<file path="config.mk">
export PLATFORM = sky130hd
export DESIGN_NAME = temp_fan_ctrl
export DESIGN_NICKNAME = d
export VERILOG_FILES = /design/src/rtl/temp_fan_ctrl.sv
export SDC_FILE = /design/constraint.sdc
export NUM_CORES = 1
export LEC_CHECK = 0
export BUFFER_PORTS_ARGS = -buffer_cell sky130_fd_sc_hd__buf_2
export CORE_MARGIN = 4
export CORE_UTILIZATION = 35
export CTS_BUF_LIST = sky130_fd_sc_hd__clkbuf_4
export DETAILED_ROUTE_END_ITERATION = 8
export HOLD_SLACK_MARGIN = 0.15
export PLACE_DENSITY = 0.51
export SLEW_MARGIN = 10
export SYNTH_ARGS = -nofsm -noshare
export SYNTH_HDL_FRONTEND = slang
export SYNTH_SLANG_ARGS = --single-unit
</file>
<file path="constraint.sdc">
create_clock -name clk -period 6.8 [get_ports clk]
set_input_delay 0.68 -clock clk [delete_from_list [all_inputs] [get_ports clk]]
set_output_delay 0.68 -clock clk [all_outputs]
set_load 0.02 [all_outputs]
</file>
<file path="src/rtl/temp_fan_ctrl.sv">
// temp_fan_ctrl: polls the SPI temperature sensor and drives the fan PWM.
// Ports: clk, reset (sync, active-high), sample_req, force_full,
//   TEMP_CS_n/TEMP_SCLK/TEMP_DIN/TEMP_DOUT (sensor SPI, CPOL=1),
//   FAN_CTRL (PWM), temp_value, temp_valid, sensor_err, fan_duty.
module temp_fan_ctrl #(
   parameter int unsigned        SCLK_DIV    = 25,
   parameter int unsigned        POLL_CYCLES = 50_000_000,
   parameter logic signed [13:0] T_LOW       = 14'sd1280,
   parameter logic signed [13:0] HYST        = 14'sd64,
   parameter logic [7:0]         DUTY_MIN    = 8'd96,
   parameter int unsigned        RAMP_SHIFT  = 2,
   parameter int unsigned        PWM_DIV     = 8
) (
   input  logic        clk,
   input  logic        reset,
   input  logic        sample_req,
   input  logic        force_full,
   output logic        TEMP_CS_n,
   output logic        TEMP_SCLK,
   output logic        TEMP_DIN,
   input  logic        TEMP_DOUT,
   output logic        FAN_CTRL,
   output logic [13:0] temp_value,
   output logic        temp_valid,
   output logic        sensor_err,
   output logic [7:0]  fan_duty
);

   localparam int DIV_W  = $clog2(SCLK_DIV + 1);
   localparam int POLL_W = $clog2(POLL_CYCLES + 1);
   localparam int PRE_W  = $clog2(PWM_DIV + 1);

   localparam logic [DIV_W-1:0]  DIV_LAST  = DIV_W'(SCLK_DIV - 1);
   localparam logic [POLL_W-1:0] POLL_LAST = POLL_W'(POLL_CYCLES - 1);
   localparam logic [PRE_W-1:0]  PRE_LAST  = PRE_W'(PWM_DIV - 1);
   localparam logic signed [13:0] T_OFF    = T_LOW - HYST;

   typedef enum logic [2:0] {
      S_IDLE,
      S_SETUP,
      S_SHIFT,
      S_HOLD,
      S_UPDATE
   } state_e;

   state_e state_q, state_d;

   logic [POLL_W-1:0] poll_q, poll_d;
   logic [DIV_W-1:0]  div_q, div_d;
   logic [3:0]        bit_q, bit_d;
   logic              phase_q, phase_d;
   logic [15:0]       shift_q, shift_d;
   logic              cs_n_q, cs_n_d;
   logic              sclk_q, sclk_d;
   logic [13:0]       temp_q, temp_d;
   logic              valid_q, valid_d;
   logic              err_q, err_d;
   logic              fan_on_q, fan_on_d;
   logic [7:0]        duty_next_q, duty_next_d;
   logic [7:0]        duty_q, duty_d;
   logic [PRE_W-1:0]  pre_q, pre_d;
   logic [7:0]        cnt_q, cnt_d;
   logic              pwm_q, pwm_d;

   logic              div_done;
   logic              pre_last;
   logic signed [13:0] frame_temp;
   logic signed [15:0] diff;
   logic [15:0]        ramp;
   logic [15:0]        sum;
   logic [7:0]         on_duty;

   // Duty for a fan that is on; readings at or below T_LOW get DUTY_MIN.
   assign frame_temp = shift_q[13:0];
   assign diff = {{2{frame_temp[13]}}, frame_temp} - {{2{T_LOW[13]}}, T_LOW};
   assign ramp = 16'(diff) >> RAMP_SHIFT;
   assign sum  = {8'd0, DUTY_MIN} + ramp;

   always_comb begin
      on_duty = DUTY_MIN;
      if (diff > 16'sd0) begin
         on_duty = (sum > 16'd255) ? 8'hFF : sum[7:0];
      end
   end

   assign div_done = (div_q == DIV_LAST);

   always_comb begin
      state_d     = state_q;
      poll_d      = poll_q;
      div_d       = div_q;
      bit_d       = bit_q;
      phase_d     = phase_q;
      shift_d     = shift_q;
      temp_d      = temp_q;
      valid_d     = 1'b0;
      err_d       = err_q;
      fan_on_d    = fan_on_q;
      duty_next_d = duty_next_q;
      unique case (state_q)
         S_IDLE: begin
            if (poll_q == '0 || sample_req) begin
               state_d = S_SETUP;
               poll_d  = POLL_LAST;
               div_d   = '0;
            end else begin
               poll_d = poll_q - POLL_W'(1);
            end
         end
         S_SETUP: begin
            if (div_done) begin
               state_d = S_SHIFT;
               div_d   = '0;
               bit_d   = '0;
               phase_d = 1'b0;
            end else begin
               div_d = div_q + DIV_W'(1);
            end
         end
         S_SHIFT: begin
            if (div_done) begin
               div_d = '0;
               if (!phase_q) begin
                  // SCLK rises on this edge: capture DOUT.
                  phase_d = 1'b1;
                  shift_d = {shift_q[14:0], TEMP_DOUT};
               end else begin
                  phase_d = 1'b0;
                  if (bit_q == 4'd15) begin
                     state_d = S_HOLD;
                  end else begin
                     bit_d = bit_q + 4'd1;
                  end
               end
            end else begin
               div_d = div_q + DIV_W'(1);
            end
         end
         S_HOLD: begin
            if (div_done) begin
               state_d = S_UPDATE;
               div_d   = '0;
            end else begin
               div_d = div_q + DIV_W'(1);
            end
         end
         S_UPDATE: begin
            state_d = S_IDLE;
            if (shift_q[15:14] == 2'b00) begin
               temp_d  = frame_temp;
               valid_d = 1'b1;
               err_d   = 1'b0;
               if (frame_temp >= T_LOW) begin
                  fan_on_d = 1'b1;
               end else if (frame_temp < T_OFF) begin
                  fan_on_d = 1'b0;
               end
               duty_next_d = fan_on_d ? on_duty : 8'd0;
            end else begin
               // Malformed frame: run the fan flat out.
               err_d       = 1'b1;
               duty_next_d = 8'hFF;
            end
         end
         default: begin
            state_d = S_IDLE;
         end
      endcase
      cs_n_d = (state_d == S_IDLE) || (state_d == S_UPDATE);
      sclk_d = !((state_d == S_SHIFT) && !phase_d);
   end

   // PWM; a new duty is taken only at the counter wrap.
   assign pre_last = (pre_q == PRE_LAST);

   always_comb begin
      pre_d  = pre_last ? '0 : pre_q + PRE_W'(1);
      cnt_d  = pre_last ? cnt_q + 8'd1 : cnt_q;
      duty_d = (pre_last && cnt_q == 8'hFF) ? duty_next_q : duty_q;
      pwm_d  = (cnt_d < duty_d) || (duty_d == 8'hFF);
   end

   always_ff @(posedge clk) begin
      if (reset) begin
         state_q     <= S_IDLE;
         poll_q      <= '0;
         div_q       <= '0;
         bit_q       <= '0;
         phase_q     <= 1'b0;
         shift_q     <= '0;
         cs_n_q      <= 1'b1;
         sclk_q      <= 1'b1;
         temp_q      <= '0;
         valid_q     <= 1'b0;
         err_q       <= 1'b0;
         fan_on_q    <= 1'b1;
         duty_next_q <= 8'hFF;
         duty_q      <= 8'hFF;
         pre_q       <= '0;
         cnt_q       <= '0;
         pwm_q       <= 1'b1;
      end else begin
         state_q     <= state_d;
         poll_q      <= poll_d;
         div_q       <= div_d;
         bit_q       <= bit_d;
         phase_q     <= phase_d;
         shift_q     <= shift_d;
         cs_n_q      <= cs_n_d;
         sclk_q      <= sclk_d;
         temp_q      <= temp_d;
         valid_q     <= valid_d;
         err_q       <= err_d;
         fan_on_q    <= fan_on_d;
         duty_next_q <= duty_next_d;
         duty_q      <= duty_d;
         pre_q       <= pre_d;
         cnt_q       <= cnt_d;
         pwm_q       <= pwm_d;
      end
   end

   assign TEMP_CS_n  = cs_n_q;
   assign TEMP_SCLK  = sclk_q;
   assign TEMP_DIN   = 1'b0;
   assign FAN_CTRL   = pwm_q | force_full;
   assign temp_value = temp_q;
   assign temp_valid = valid_q;
   assign sensor_err = err_q;
   assign fan_duty   = duty_q;

endmodule

</file>
# Word level (Yosys, flattened, before mapping)
# Index checks and enable logic that the tools add are counted.
# classes
add_sub_neg,7
n_lt_le_gt_ge,5
eq_ne,16
mux,32
n_bitwise,3
reduce_logical,20
# ops
operator,count
2-to-1 mux 8 bit,6
logical NOT 26 bit,1
2-to-1 mux 26 bit,1
"subtractor 26 x 1 -> 26 bit, second input constant",1
2-to-1 mux 3 bit,6
"== test 8 bit, second input constant",2
2-to-1 mux 4 bit,4
"adder 7 x 14 -> 15 bit, first input constant",1
"greater-than comparator 15 x 1 -> 1 bit, second input constant",1
"greater-than comparator 15 x 8 -> 1 bit, second input constant",1
"subtractor 14 x 12 -> 15 bit, second input constant",1
"greater-or-equal comparator 14 x 12 -> 1 bit, second input constant",1
"< comparator 14 x 12 -> 1 bit, second input constant",1
one-hot mux 3 bit (4 select lines),1
2-to-1 mux 5 bit,2
"!= test 2 bit, second input constant",5
one-hot mux 5 bit (2 select lines),1
"== test 3 x 2 -> 1 bit, second input constant",3
2-to-1 mux 1 bit,9
"adder 4 x 1 -> 4 bit, second input constant",2
"adder 8 x 1 -> 8 bit, second input constant",1
< comparator 8 bit,1
one-hot mux 4 bit (2 select lines),1
"== test 3 bit, second input constant",2
19 further kinds,28
# totals
regBits,103
in_bits,5
word_cells,100

# Longest topological paths before layout
# Gate-level depths: netlist of the first run.
# logic_depth
word_depth,8
mapped_depth,11
depth_no_buf,11

# Worst setup path before layout of the first run
# OpenSTA, ideal clock, no wires.
# synth_timing
path_type,register -> register
startpoint,register pre_q[0]
endpoint,register pwm_q
setup_ns,0.082
arrival_time_ns,2.443
t_required_ns,6.718
slack_ns,4.275
stages_incl_launch_ff,12
path_buffers,1
synth_period_minus_slack_ns,2.525
path_cell_list,dfxtp_1 > ha_1 > nand3b_1 > nor3_1 > buf_2 > mux2i_1 > ha_1 > a21o_1 > a21o_1 > a21o_1 > a211o_1 > o2111ai_1
# synth_via
elab_chain_len,5
word_cells_on_any_way,7
# synth_lines
element,line_no,rtl
from (decl),61,"logic [PRE_W-1:0] pre_q, pre_d;"
from (signal assigned),217,pre_q <= pre_d;
== test 4 x 3 -> 1 bit (*),174,assign pre_last = (pre_q == PRE_LAST);
logical AND 1 bit,179,duty_d = (pre_last && cnt_q == 8'hFF) ? duty_next_q : duty_q;
2-to-1 mux 8 bit,179,
< comparator 8 bit / == test 8 bit (equally long branches),180,pwm_d = (cnt_d < duty_d) || (duty_d == 8'hFF);
logical OR 1 bit (*),180,
to (signal assigned),219,pwm_q <= pwm_d;
to (decl),63,"logic pwm_q, pwm_d;"
# Mark *: on every way between the ends. The rest lies on a longest branch, timed or not.
# A chain may end at the register's enable or synchronous reset.

# Final worst setup path of the first run
# Ends and elaborated chain as after synthesis.

==> impl_metrics.py, run 1 <==
metrics = {
    "synth": {
        "yosysSeqAreaShare_pct": 42.8,
        "synthCells": 557,
        "synth_warnings": 0,
        "ys_ff_latch": 103,
        "ys_types": 57,
        "yosys_most_used_dff": "dfxtp_1",
        "syn_area_um2": 4820,
        "syn_avg_cell_area_um2": 8.65,
        "synth_edf_count": 0,
        "synth_fp_nets": 584,
        "synthArstFlopShare_pct": 0,
    },
    "drt": {
        "firstDrtPassIters": 4,
        "ant_nets": 0,
        "drcViolationCount": 0,
        "routedWlPerCell_um": 13.9,
        "drtIter0Drc": 317,
        "num_vias": 3911,
        "drt_wl_total_um": 10500,
        "via_per_inst": 5.18,
    },
    "die": {
        "core_area_um2": 13300,
        "rows": 42,
        "die-area_um2": 15700,
        "chipWidth_um": 125,
        "io_pins": 33,
        "die_h_um": 125,
        "start_util_pct": 36.1,
    },
    "layout": {
        "synthToLayoutAreaGrowth_pct": 8.91,
        "drive_above_1_share_pct": 10.4,
        "layout.nets": 600,
        "final_area_um2": 5250,
    },
    "clocking": {
        "cts_setup_buffers": 0,
        "numCtsBuffers": 9,
        "root_buffer": "clkbuf_4",
        "cts_tree": "yes",
        "clk_latency_ns": 0.46,
        "cts_buffer_depth": 2,
        "cts_max_level": 3,
        "holdBufCountCts": 0,
        "clkTransAtPathRegs_ns": 0.16,
        "cts.sinks": 103,
        "post_cts_resize_count": 0,
    },
    "worst_hold_path": {
        "hp-class": "in -> reg",
    },
    "global_route": {
        "track_usage_pct": 14.0,
        "grt_pass1_wl_um": 18500,
        "antenna_found_initial": 1,
        "grt_max_degree": 73,
        "grt_pass1_vias": 3779,
        "grt-ovfl-total": 0,
    },
    "timing": {
        "layout_min_cycle_time_ns": 2.70,
        "relSlewSlack_pct": 37.5,
        "slew_violations": 0,
        "fmax_mhz": 370,
        "tns_ns": 0,
        "worst_pin_slew_ns": 0.938,
        "fin_crit_sh_pct": 39.7,
        "finalHoldViolations": 0,
        "clock_skew_ns": 0.0193,
        "setup_viol": 0,
        "rsz0062_at_grt": "false",
    },
    "worst_setup_path": {
        "worstPathRequired_ns": 7.20,
        "r2r_start": "pre_q[0]",
        "cp_data_arrival_time_ns": 3.10,
        "ff2ff_setup_slack_ns": 4.10,
        "crit_type": "reg -> reg",
        "end_kind": "register",
        "start_kind": "register",
        "crit_start": "pre_q[0]",
        "rr_endpoint": "pwm_q",
        "r2r.worst_path.cells": 11,
        "endpoint": "pwm_q",
        "critPathMaxFanout": 10,
    },
    "placement": {
        "hpwlAfterDp_um": 7220,
        "port_buffers": 31,
        "place_congestion": 0.839,
        "post_dp_cell_area_um2": 5080,
    },
    "run_status": {
        "status": "completed",
    },
    "pwr": {
        "p_clk_share_pct": 32.7,
        "power_frac_comb_pct": 8.5,
        "powerDensity_nw_per_um2": 208,
        "p_sw_share_pct": 25.8,
        "seq_power_share_pct": 58.8,
        "netSwitchingPower_w": 0.000281,
        "power.total_w": 0.00109,
        "p_int_w": 0.000809,
        "power_leakage_nw": 2.09,
        "ir_drop_mv": 0.162,
    },
    "job": {
        "drv_cap": 0,
    },
}
-- worst max-delay path, cell delays in order, from the launching register on --
cell       delay [ns]
dfxtp_1          0.39
ha_1             0.24
nand3b_1         0.22
nor3_1           0.23
buf_4            0.22
mux2i_1          0.25
ha_1             0.28
a21o_1           0.16
a21o_1           0.17
a21o_1           0.18
a211o_1          0.22
o2111ai_1        0.08
-- cells in the mapped netlist, types with 2 or more instances --
cell	count	area share (%)
a31oi_1	7	0.91
a311oi_1	2	0.36
dfxtp_1	103	43
a21o_1	5	0.78
o2111ai_1	3	0.55
nor2_1	51	4.0
and2_1	8	1.0
and3_1	7	0.91
or3_1	7	0.91
nand3_1	10	1.0
xor2_1	10	1.8
o22ai_1	2	0.26
a21oi_1	51	5.3
a211oi_1	7	1.1
nand3b_1	2	0.31
nor2b_1	6	0.78
ha_1	22	5.7
xnor2_1	24	4.4
nand2b_1	2	0.26
a211o_1	2	0.36
clkbuf_1	20	1.6
o31ai_1	3	0.47
buf_2	6	0.62
and4_1	2	0.36
mux2i_1	18	3.7
nor3b_1	3	0.47
o211ai_1	2	0.31
o21ai_0	9	0.93
nand4_1	13	1.7
nor3_1	33	3.4
or2_2	4	0.52
nor4_1	9	1.2
nand2_1	64	5.0
nand4b_1	2	0.36
inv_1	16	1.2
-- metrics by stage --
| step | hold WS, ns | worst slack (ns) | instances | util (%) |
|---|---|---|---|---|
| after detailed placement | 0.440 | 4.07 | 738 | 38.1 |
| final | 0.446 | 4.10 | 755 | 39.3 |
| after CTS | 0.418 | 4.07 | 754 | 39.3 |
| after global routing | 0.414 | 3.93 | 755 | 39.3 |
| after global placement | 0.440 | 4.19 | 738 | 38.1 |
| after floorplan | 0.432 | 4.28 | 557 | - |
-- logic make-up after synthesis --
family,count (synthesis),synth area share [%]
flip-flops,103,42.8
AND/OR/NAND/NOR,231,23.9
buffers and inverters,45,3.90
AO/OA/AOI/OAI,103,13.7
multiplexers,18,3.74
XOR/XNOR,34,6.18
other,1,0.0778
adder cells (fa/ha/maj),22,5.71
-- power groups by stage --
stage | sequential [W] | clock [W] | combinational [W]
5_1_grt | 0.000644 | 0.000396 | 0.000106
2_1_floorplan | 0.000649 | 0 | 0.0000754
3_3_place_gp | 0.000653 | 0 | 0.0000914
6_report | 0.000641 | 0.000357 | 0.0000927
3_5_place_dp | 0.000654 | 0 | 0.0000927
4_1_cts | 0.000641 | 0.000375 | 0.0000932
-- per-layer routing --
layer	vias to the layer above	part of all wire, %	track usage, %
met4	0	1.6	4.53
met3	13	3.8	3.58
met5	-	0	0
met1	1831	50	19.3
met2	67	44	21.3
li1	2000	-	-
-- layout make-up --
class / count / area [um2]
clock buffer: 10 / 75.1
inverter: 17 / 63.8
clock inverter: 6 / 85.1
multi-input combinational: 409 / 2570
timing repair buffer: 33 / 170
sequential: 103 / 2060
fill: 1400 / 8100
tap: 176 / 220
antenna: 1 / 2.50
-- how the worst min path moves through the flow --
stage | from | endpoint | slack, ns | depth (start not counted)
3_5_place_dp | sensor_err | sensor_err | 0.44 | 2
6_report | TEMP_DOUT | shift_q[0] | 0.45 | 3
5_1_grt | TEMP_DOUT | shift_q[0] | 0.41 | 3
3_3_place_gp | sensor_err | sensor_err | 0.44 | 2
4_1_cts | TEMP_DOUT | shift_q[0] | 0.42 | 3
2_1_floorplan | pre_q[0] | pre_q[0] | 0.43 | 1
-- state kept, by name (all words and copies together) (netlist names), 3 cells and up --
signal       cells
duty_next_q      8
cnt_q            8
state_q          3
pre_q            4
fan_duty         8
div_q            5
temp_value      14
bit_q            4
shift_q         16
poll_q          26
-- cell usage in the layout, fill, tap and decap left out, types with 4 or more instances in the layout --
cell type	count
nor2_1	51
clkbuf_4	10
a31oi_1	7
or2_2	4
mux2i_1	18
nor2b_1	6
nand2_1	64
ha_1	22
nor3_1	33
nand4_1	13
buf_2	31
nor4_1	9
and3_1	7
inv_1	16
a21o_1	5
dfxtp_1	103
or3_1	7
and2_1	8
xor2_1	10
nand3_1	10
a21oi_1	51
xnor2_1	24
o21ai_0	9
a211oi_1	7
(Power assumes the default switching activity.)
==> run 2: changes to the inputs <==
--- a/config.mk
+++ b/config.mk
@@ -11,7 +11,7 @@
 export CTS_BUF_LIST = sky130_fd_sc_hd__clkbuf_4
 export DETAILED_ROUTE_END_ITERATION = 8
 export HOLD_SLACK_MARGIN = 0.15
-export PLACE_DENSITY = 0.51
+export PLACE_DENSITY = 0.53
 export SLEW_MARGIN = 10
 export SYNTH_ARGS = -nofsm -noshare
 export SYNTH_HDL_FRONTEND = slang
==> constraint.sdc (replaced) <==
create_clock -name clk -period 2.3 [get_ports clk]
set_input_delay 0.23 -clock clk [delete_from_list [all_inputs] [get_ports clk]]
set_output_delay 0.23 -clock clk [all_outputs]
set_load 0.02 [all_outputs]
==> impl_metrics.py, run 2 (synthesized netlist as in run 1, its figures left out) <==
metrics = {
    "run_status": {
        "status": "finished with violations",
        "violations": "setup timing",
    },
    "timing": {
        "worst_pin_slew_ns": 0.733,
        "clock_skew_ns": 0.0155,
        "layout_min_cycle_time_ns": 2.38,
        "fin_crit_sh_pct": 103,
        "tns_ns": -0.0788,
        "finalHoldViolations": 0,
        "rsz0062_at_grt": "true",
        "fin_ws_ns": -0.0788,
        "fmax_mhz": 420,
        "setup_viol": 1,
        "relSlewSlack_pct": 51.2,
        "whs_ns": 0.476,
        "slew_violations": 0,
    },
    "layout": {
        "diodes": 0,
        "synthToLayoutAreaGrowth_pct": 15.4,
        "final_cell_mix": "dfxtp_1, nand2_1, nor2_1, a21oi_1, buf_4",
        "drive_above_1_share_pct": 16.7,
        "fillers": 1350,
        "largest_register_ffs": 26,
        "seq_area_um2": 2070,
        "layout.nets": 637,
        "largest_register": "poll_q",
        "multi_input_area_um2": 2600,
        "mostFrequentLayoutCell": "dfxtp_1",
        "stdcell_count": 791,
    },
    "worst_setup_path": {
        "ff2ff_setup_slack_ns": -0.08,
        "worstPathRequired_ns": 2.71,
        "critPathMaxFanout": 4,
        "crit_type": "reg -> reg",
        "end_kind": "register",
        "start_kind": "register",
        "cp_data_arrival_time_ns": 2.79,
    },
    "die": {
        "die-area_um2": 15700,
        "start_util_pct": 36.1,
        "core_area_um2": 13300,
        "die_h_um": 125,
        "chipWidth_um": 125,
        "rows": 42,
        "io_pins": 33,
    },
    "pwr": {
        "ir_drop_mv": 0.328,
        "power_leakage_nw": 2.27,
        "power.total_w": 0.00315,
        "powerDensity_nw_per_um2": 567,
    },
    "global_route": {
        "top_usage_layer": "met2",
        "grt_use_met1_pct": 18.1,
        "grt-ovfl-total": 0,
        "antenna_found_initial": 0,
        "track_usage_pct": 13.9,
        "met3_usage_pct": 3.84,
        "grt_pass1_wl_um": 18400,
        "grt_util_met2_pct": 22.6,
        "grt_pass1_vias": 3857,
        "grt_max_degree": 71,
    },
    "job": {
        "drv_cap": 0,
    },
    "clocking": {
        "root_buffer": "clkbuf_4",
        "cts.sinks": 103,
        "cts_tree": "yes",
        "cts_max_level": 3,
        "clkTransAtPathRegs_ns": 0.16,
        "numCtsBuffers": 9,
        "clk_latency_ns": 0.48,
        "cts_buffer_depth": 2,
    },
    "drt": {
        "drcViolationCount": 0,
        "via_per_inst": 5.07,
        "drtIter0Drc": 216,
        "num_vias": 4007,
        "firstDrtPassIters": 4,
        "routedWlPerCell_um": 13.3,
        "drt_wl_total_um": 10500,
        "ant_nets": 0,
    },
    "placement": {
        "dp.cells": 771,
        "place_congestion": 0.778,
        "hpwlAfterDp_um": 7480,
        "port_buffers": 31,
    },
    "worst_hold_path": {
        "hp-class": "reg -> reg",
    },
}
-- run 2: changes by cell type in the layout (fill, tap and decap cells not counted), sizes merged --
cell / change
diode: -1
bufinv: -1
clkinv: +1
buf: +34
dlygate4sd3: +3
-- run 2: path summary, 6_finish.rpt --
path	start	to	depth (start not counted)
worst max-delay path	cnt_q[0]	pwm_q	11
worst min-delay path	shift_q[15]	shift_q[15]	2
worst max register to register	cnt_q[0]	pwm_q	11
worst min register to register	shift_q[15]	shift_q[15]	2
-- run 2: metal layers --
layer	routed length, um	vias up	part of all wire, %
met2	4830	52	46
met1	5110	1879	49
li1	-	2065	-
met3	403	11	3.8
met4	165	0	1.6
met5	0	-	0
-- run 2: critical path: stages, from the launching register on --
cell,delay (ns)
dfxtp_2,0.36
ha_1,0.16
nand3_1,0.12
nor3_2,0.17
buf_4,0.19
mux2i_4,0.24
ha_1,0.27
a21o_1,0.17
a21o_1,0.17
a21o_1,0.17
a211o_1,0.23
o2111ai_1,0.08
-- run 2: power by group --
| group | internal [W] | switching [W] | total, W |
|---|---|---|---|
| Combinational | 0.000140 | 0.000178 | 0.000318 |
| Clock | 0.000340 | 0.000599 | 0.000939 |
| Sequential | 0.00184 | 0.0000552 | 0.00189 |
-- run 2: through the flow --
stage | util, % | area (um2) | setup WS [ns]
after CTS | 41.5 | 5540 | -0.0930
after floorplan | - | 4830 | -0.0198
final | 41.6 | 5560 | -0.0788
after global placement | 40.1 | 5360 | -0.0307
after global routing | 41.6 | 5560 | -0.243
after detailed placement | 40.1 | 5360 | -0.127
-- run 2: timing repair --
item                       CTS  global route
setup endpoints to repair    1             1
gates resized for setup      4             2
hold buffers                 3             0
hold endpoints to repair     5             0
setup buffers                1             0
pin swaps                    1             0
-- run 2: area by class of cell --
| type | instances | share of cell area [%] |
|---|---|---|
| Multi-Input combinational cell | 409 | 46.8 |
| Inverter | 17 | 1.15 |
| Clock buffer | 10 | 1.35 |
| Tap cell | 176 | 3.96 |
| Sequential cell | 103 | 37.2 |
| Timing Repair Buffer | 70 | 8.42 |
| Clock inverter | 6 | 1.10 |
==> run 3: changes to the inputs <==
--- a/config.mk
+++ b/config.mk
@@ -7,11 +7,12 @@
 export LEC_CHECK = 0
 export BUFFER_PORTS_ARGS = -buffer_cell sky130_fd_sc_hd__buf_2
 export CORE_MARGIN = 4
-export CORE_UTILIZATION = 35
+export CORE_UTILIZATION = 56
 export CTS_BUF_LIST = sky130_fd_sc_hd__clkbuf_4
 export DETAILED_ROUTE_END_ITERATION = 8
+export GPL_TIMING_DRIVEN = 0
 export HOLD_SLACK_MARGIN = 0.15
-export PLACE_DENSITY = 0.53
+export PLACE_DENSITY = 0.78
 export SLEW_MARGIN = 10
 export SYNTH_ARGS = -nofsm -noshare
 export SYNTH_HDL_FRONTEND = slang
==> impl_metrics.py, run 3 (synthesized netlist as in run 1, its figures left out) <==
metrics = {
    "layout": {
        "largest_register": "poll_q",
        "largest_register_ffs": 26,
        "diodes": 0,
        "fillers": 708,
        "layout.nets": 633,
        "drive_above_1_share_pct": 14.6,
        "multi_input_area_um2": 2660,
        "mostFrequentLayoutCell": "dfxtp_1",
        "synthToLayoutAreaGrowth_pct": 12.2,
        "seq_area_um2": 2070,
        "final_area_um2": 5410,
        "final_cell_mix": "dfxtp_1, nand2_1, a21oi_1",
    },
    "drt": {
        "routedWlPerCell_um": 14.6,
        "drtIter0Drc": 135,
        "num_vias": 4130,
        "via_per_inst": 5.78,
        "firstDrtPassIters": 5,
        "drcViolationCount": 0,
        "ant_nets": 0,
        "drt_wl_total_um": 10400,
    },
    "worst_setup_path": {
        "cpMostUsedCell": "a21o_1",
        "r2r_start": "pre_q[1]",
        "cp_num_buf_inv": 1,
        "crit_type": "reg -> reg",
        "crit_start": "pre_q[1]",
        "worst-path-stages": 11,
        "rr_endpoint": "pwm_q",
        "r2r.worst_path.cells": 11,
        "endpoint": "pwm_q",
        "end_kind": "register",
        "crit_slowest_cell": "dfxtp_2",
        "worstPathCellList": "ha_4 > nand3b_1 > nor3_2 > buf_4 > mux2i_4 > ha_4 > a21o_1 > a21o_1 > a21o_1 > a211o_1 > o2111ai_2",
        "ff2ff_setup_slack_ns": -0.20,
        "slowest_delay_ns": 0.38,
        "critPathMaxFanout": 5,
        "worstPathRequired_ns": 2.68,
        "start_kind": "register",
        "critPathTopFamily": "compound AO/OA/AOI/OAI gates",
        "cp_data_arrival_time_ns": 2.88,
    },
    "pwr": {
        "netSwitchingPower_w": 0.000796,
        "p_sw_share_pct": 26.0,
        "power_leakage_nw": 2.18,
        "powerDensity_nw_per_um2": 566,
        "p_clk_share_pct": 28.5,
        "power_frac_comb_pct": 9.7,
        "seq_power_share_pct": 61.8,
        "ir_drop_mv": 0.393,
        "p_int_w": 0.00227,
    },
    "placement": {
        "hpwlAfterDp_um": 7510,
        "port_buffers": 30,
        "place_ws_ns": -0.395,
        "place_congestion": 0.858,
        "post_dp_cell_area_um2": 5120,
    },
    "die": {
        "start_util_pct": 58.0,
        "core_area_um2": 8300,
        "chipWidth_um": 101,
        "io_pins": 33,
        "rows": 33,
        "die_h_um": 101,
        "die-area_um2": 10100,
    },
    "timing": {
        "tns_ns": -0.198,
        "rsz0062_at_grt": "true",
        "layout_min_cycle_time_ns": 2.50,
        "fin_crit_sh_pct": 109,
        "setup_viol": 1,
        "slew_violations": 0,
        "fin_ws_ns": -0.198,
        "worst_pin_slew_ns": 0.671,
        "fmax_mhz": 400,
        "relSlewSlack_pct": 55.2,
        "clock_skew_ns": 0.0176,
        "finalHoldViolations": 0,
    },
    "clocking": {
        "numCtsBuffers": 9,
        "cts.sinks": 103,
        "clk_latency_ns": 0.45,
        "cts_buffer_depth": 2,
        "cts_tree": "yes",
        "clkTransAtPathRegs_ns": 0.15,
        "root_buffer": "clkbuf_4",
        "cts_max_level": 3,
    },
    "global_route": {
        "grt_pass1_vias": 3915,
        "top_usage_layer": "met2",
        "grt_use_met1_pct": 26.9,
        "antenna_found_initial": 0,
        "grt_max_degree": 17,
        "met3_usage_pct": 4.98,
        "grt_util_met2_pct": 37.2,
        "grt-ovfl-total": 0,
        "track_usage_pct": 21.6,
        "grt_pass1_wl_um": 17900,
    },
    "run_status": {
        "violations": "setup timing",
        "status": "finished with violations",
    },
    "job": {
        "drv_cap": 0,
    },
    "worst_hold_path": {
        "hp-class": "in -> reg",
    },
}
==> run 3: final cells by class <==
cell class / instances / share of cell area, %
clock buffers: 9 / 1.25
well taps: 105 / 2.43
multi-input cells: 409 / 49.2
plain buffers: 27 / 2.29
repair buffers: 39 / 4.30
flip-flops and latches: 103 / 38.3
clock inverters: 5 / 0.949
inverters: 17 / 1.25
==> run 3: through the flow <==
step | util (%) | hold slack (ns) | power (W) | std cells
final | 65.1 | 0.201 | 0.00306 | 714
after global routing | 65.1 | 0.183 | 0.00322 | 714
after CTS | 64.5 | 0.169 | 0.00309 | 711
after detailed placement | 61.6 | 0.457 | 0.00222 | 692
after global placement | 61.6 | 0.441 | 0.00220 | 692
after floorplan | - | 0.366 | 0.00215 | 557
==> run 3: worst min-delay path by stage <==
stage               cells past startpoint  slack (ns)  startpoint          to
finish                                  3        0.20  sample_req   poll_q[0]
global route                            2        0.18       reset  state_q[1]
CTS                                     3        0.17  sample_req   poll_q[0]
detailed placement                      1        0.46    pre_q[0]    pre_q[0]
global placement                        1        0.44    pre_q[0]    pre_q[0]
floorplan                               2        0.37   TEMP_DOUT  shift_q[0]
==> run 3: power groups by stage <==
stage | Sequential (W) | Clock (W) | Combinational, W
after floorplan | 0.00192 | 0 | 0.000224
after global placement | 0.00193 | 0 | 0.000277
after detailed placement | 0.00193 | 0 | 0.000288
after CTS | 0.00189 | 0.000902 | 0.000293
after global routing | 0.00190 | 0.000981 | 0.000336
final | 0.00189 | 0.000873 | 0.000297
==> run 3: timing repair <==
| item | CTS | global route |
|---|---|---|
| hold buffers | 1 | 0 |
| setup buffers | 5 | 3 |
| hold endpoints to repair | 1 | 0 |
| pin swaps | 1 | 2 |
| endpoints found under the setup margin | 13 | 44 |
| resized for setup | 12 | 9 |
| gates cloned | 0 | 0 |
==> run 3: metal layers <==
metal	vias to the layer above	routed length (um)	part of all wire, %
met4	0	155	1.5
met5	-	0	0
met2	89	5180	50
met3	15	493	4.7
met1	1961	4600	44
li1	2065	-	-
==> run 3: worst min-delay path: stages <==
cell	delay, ns
buf_2	0.13
a21oi_1	0.09
a31oi_1	0.16
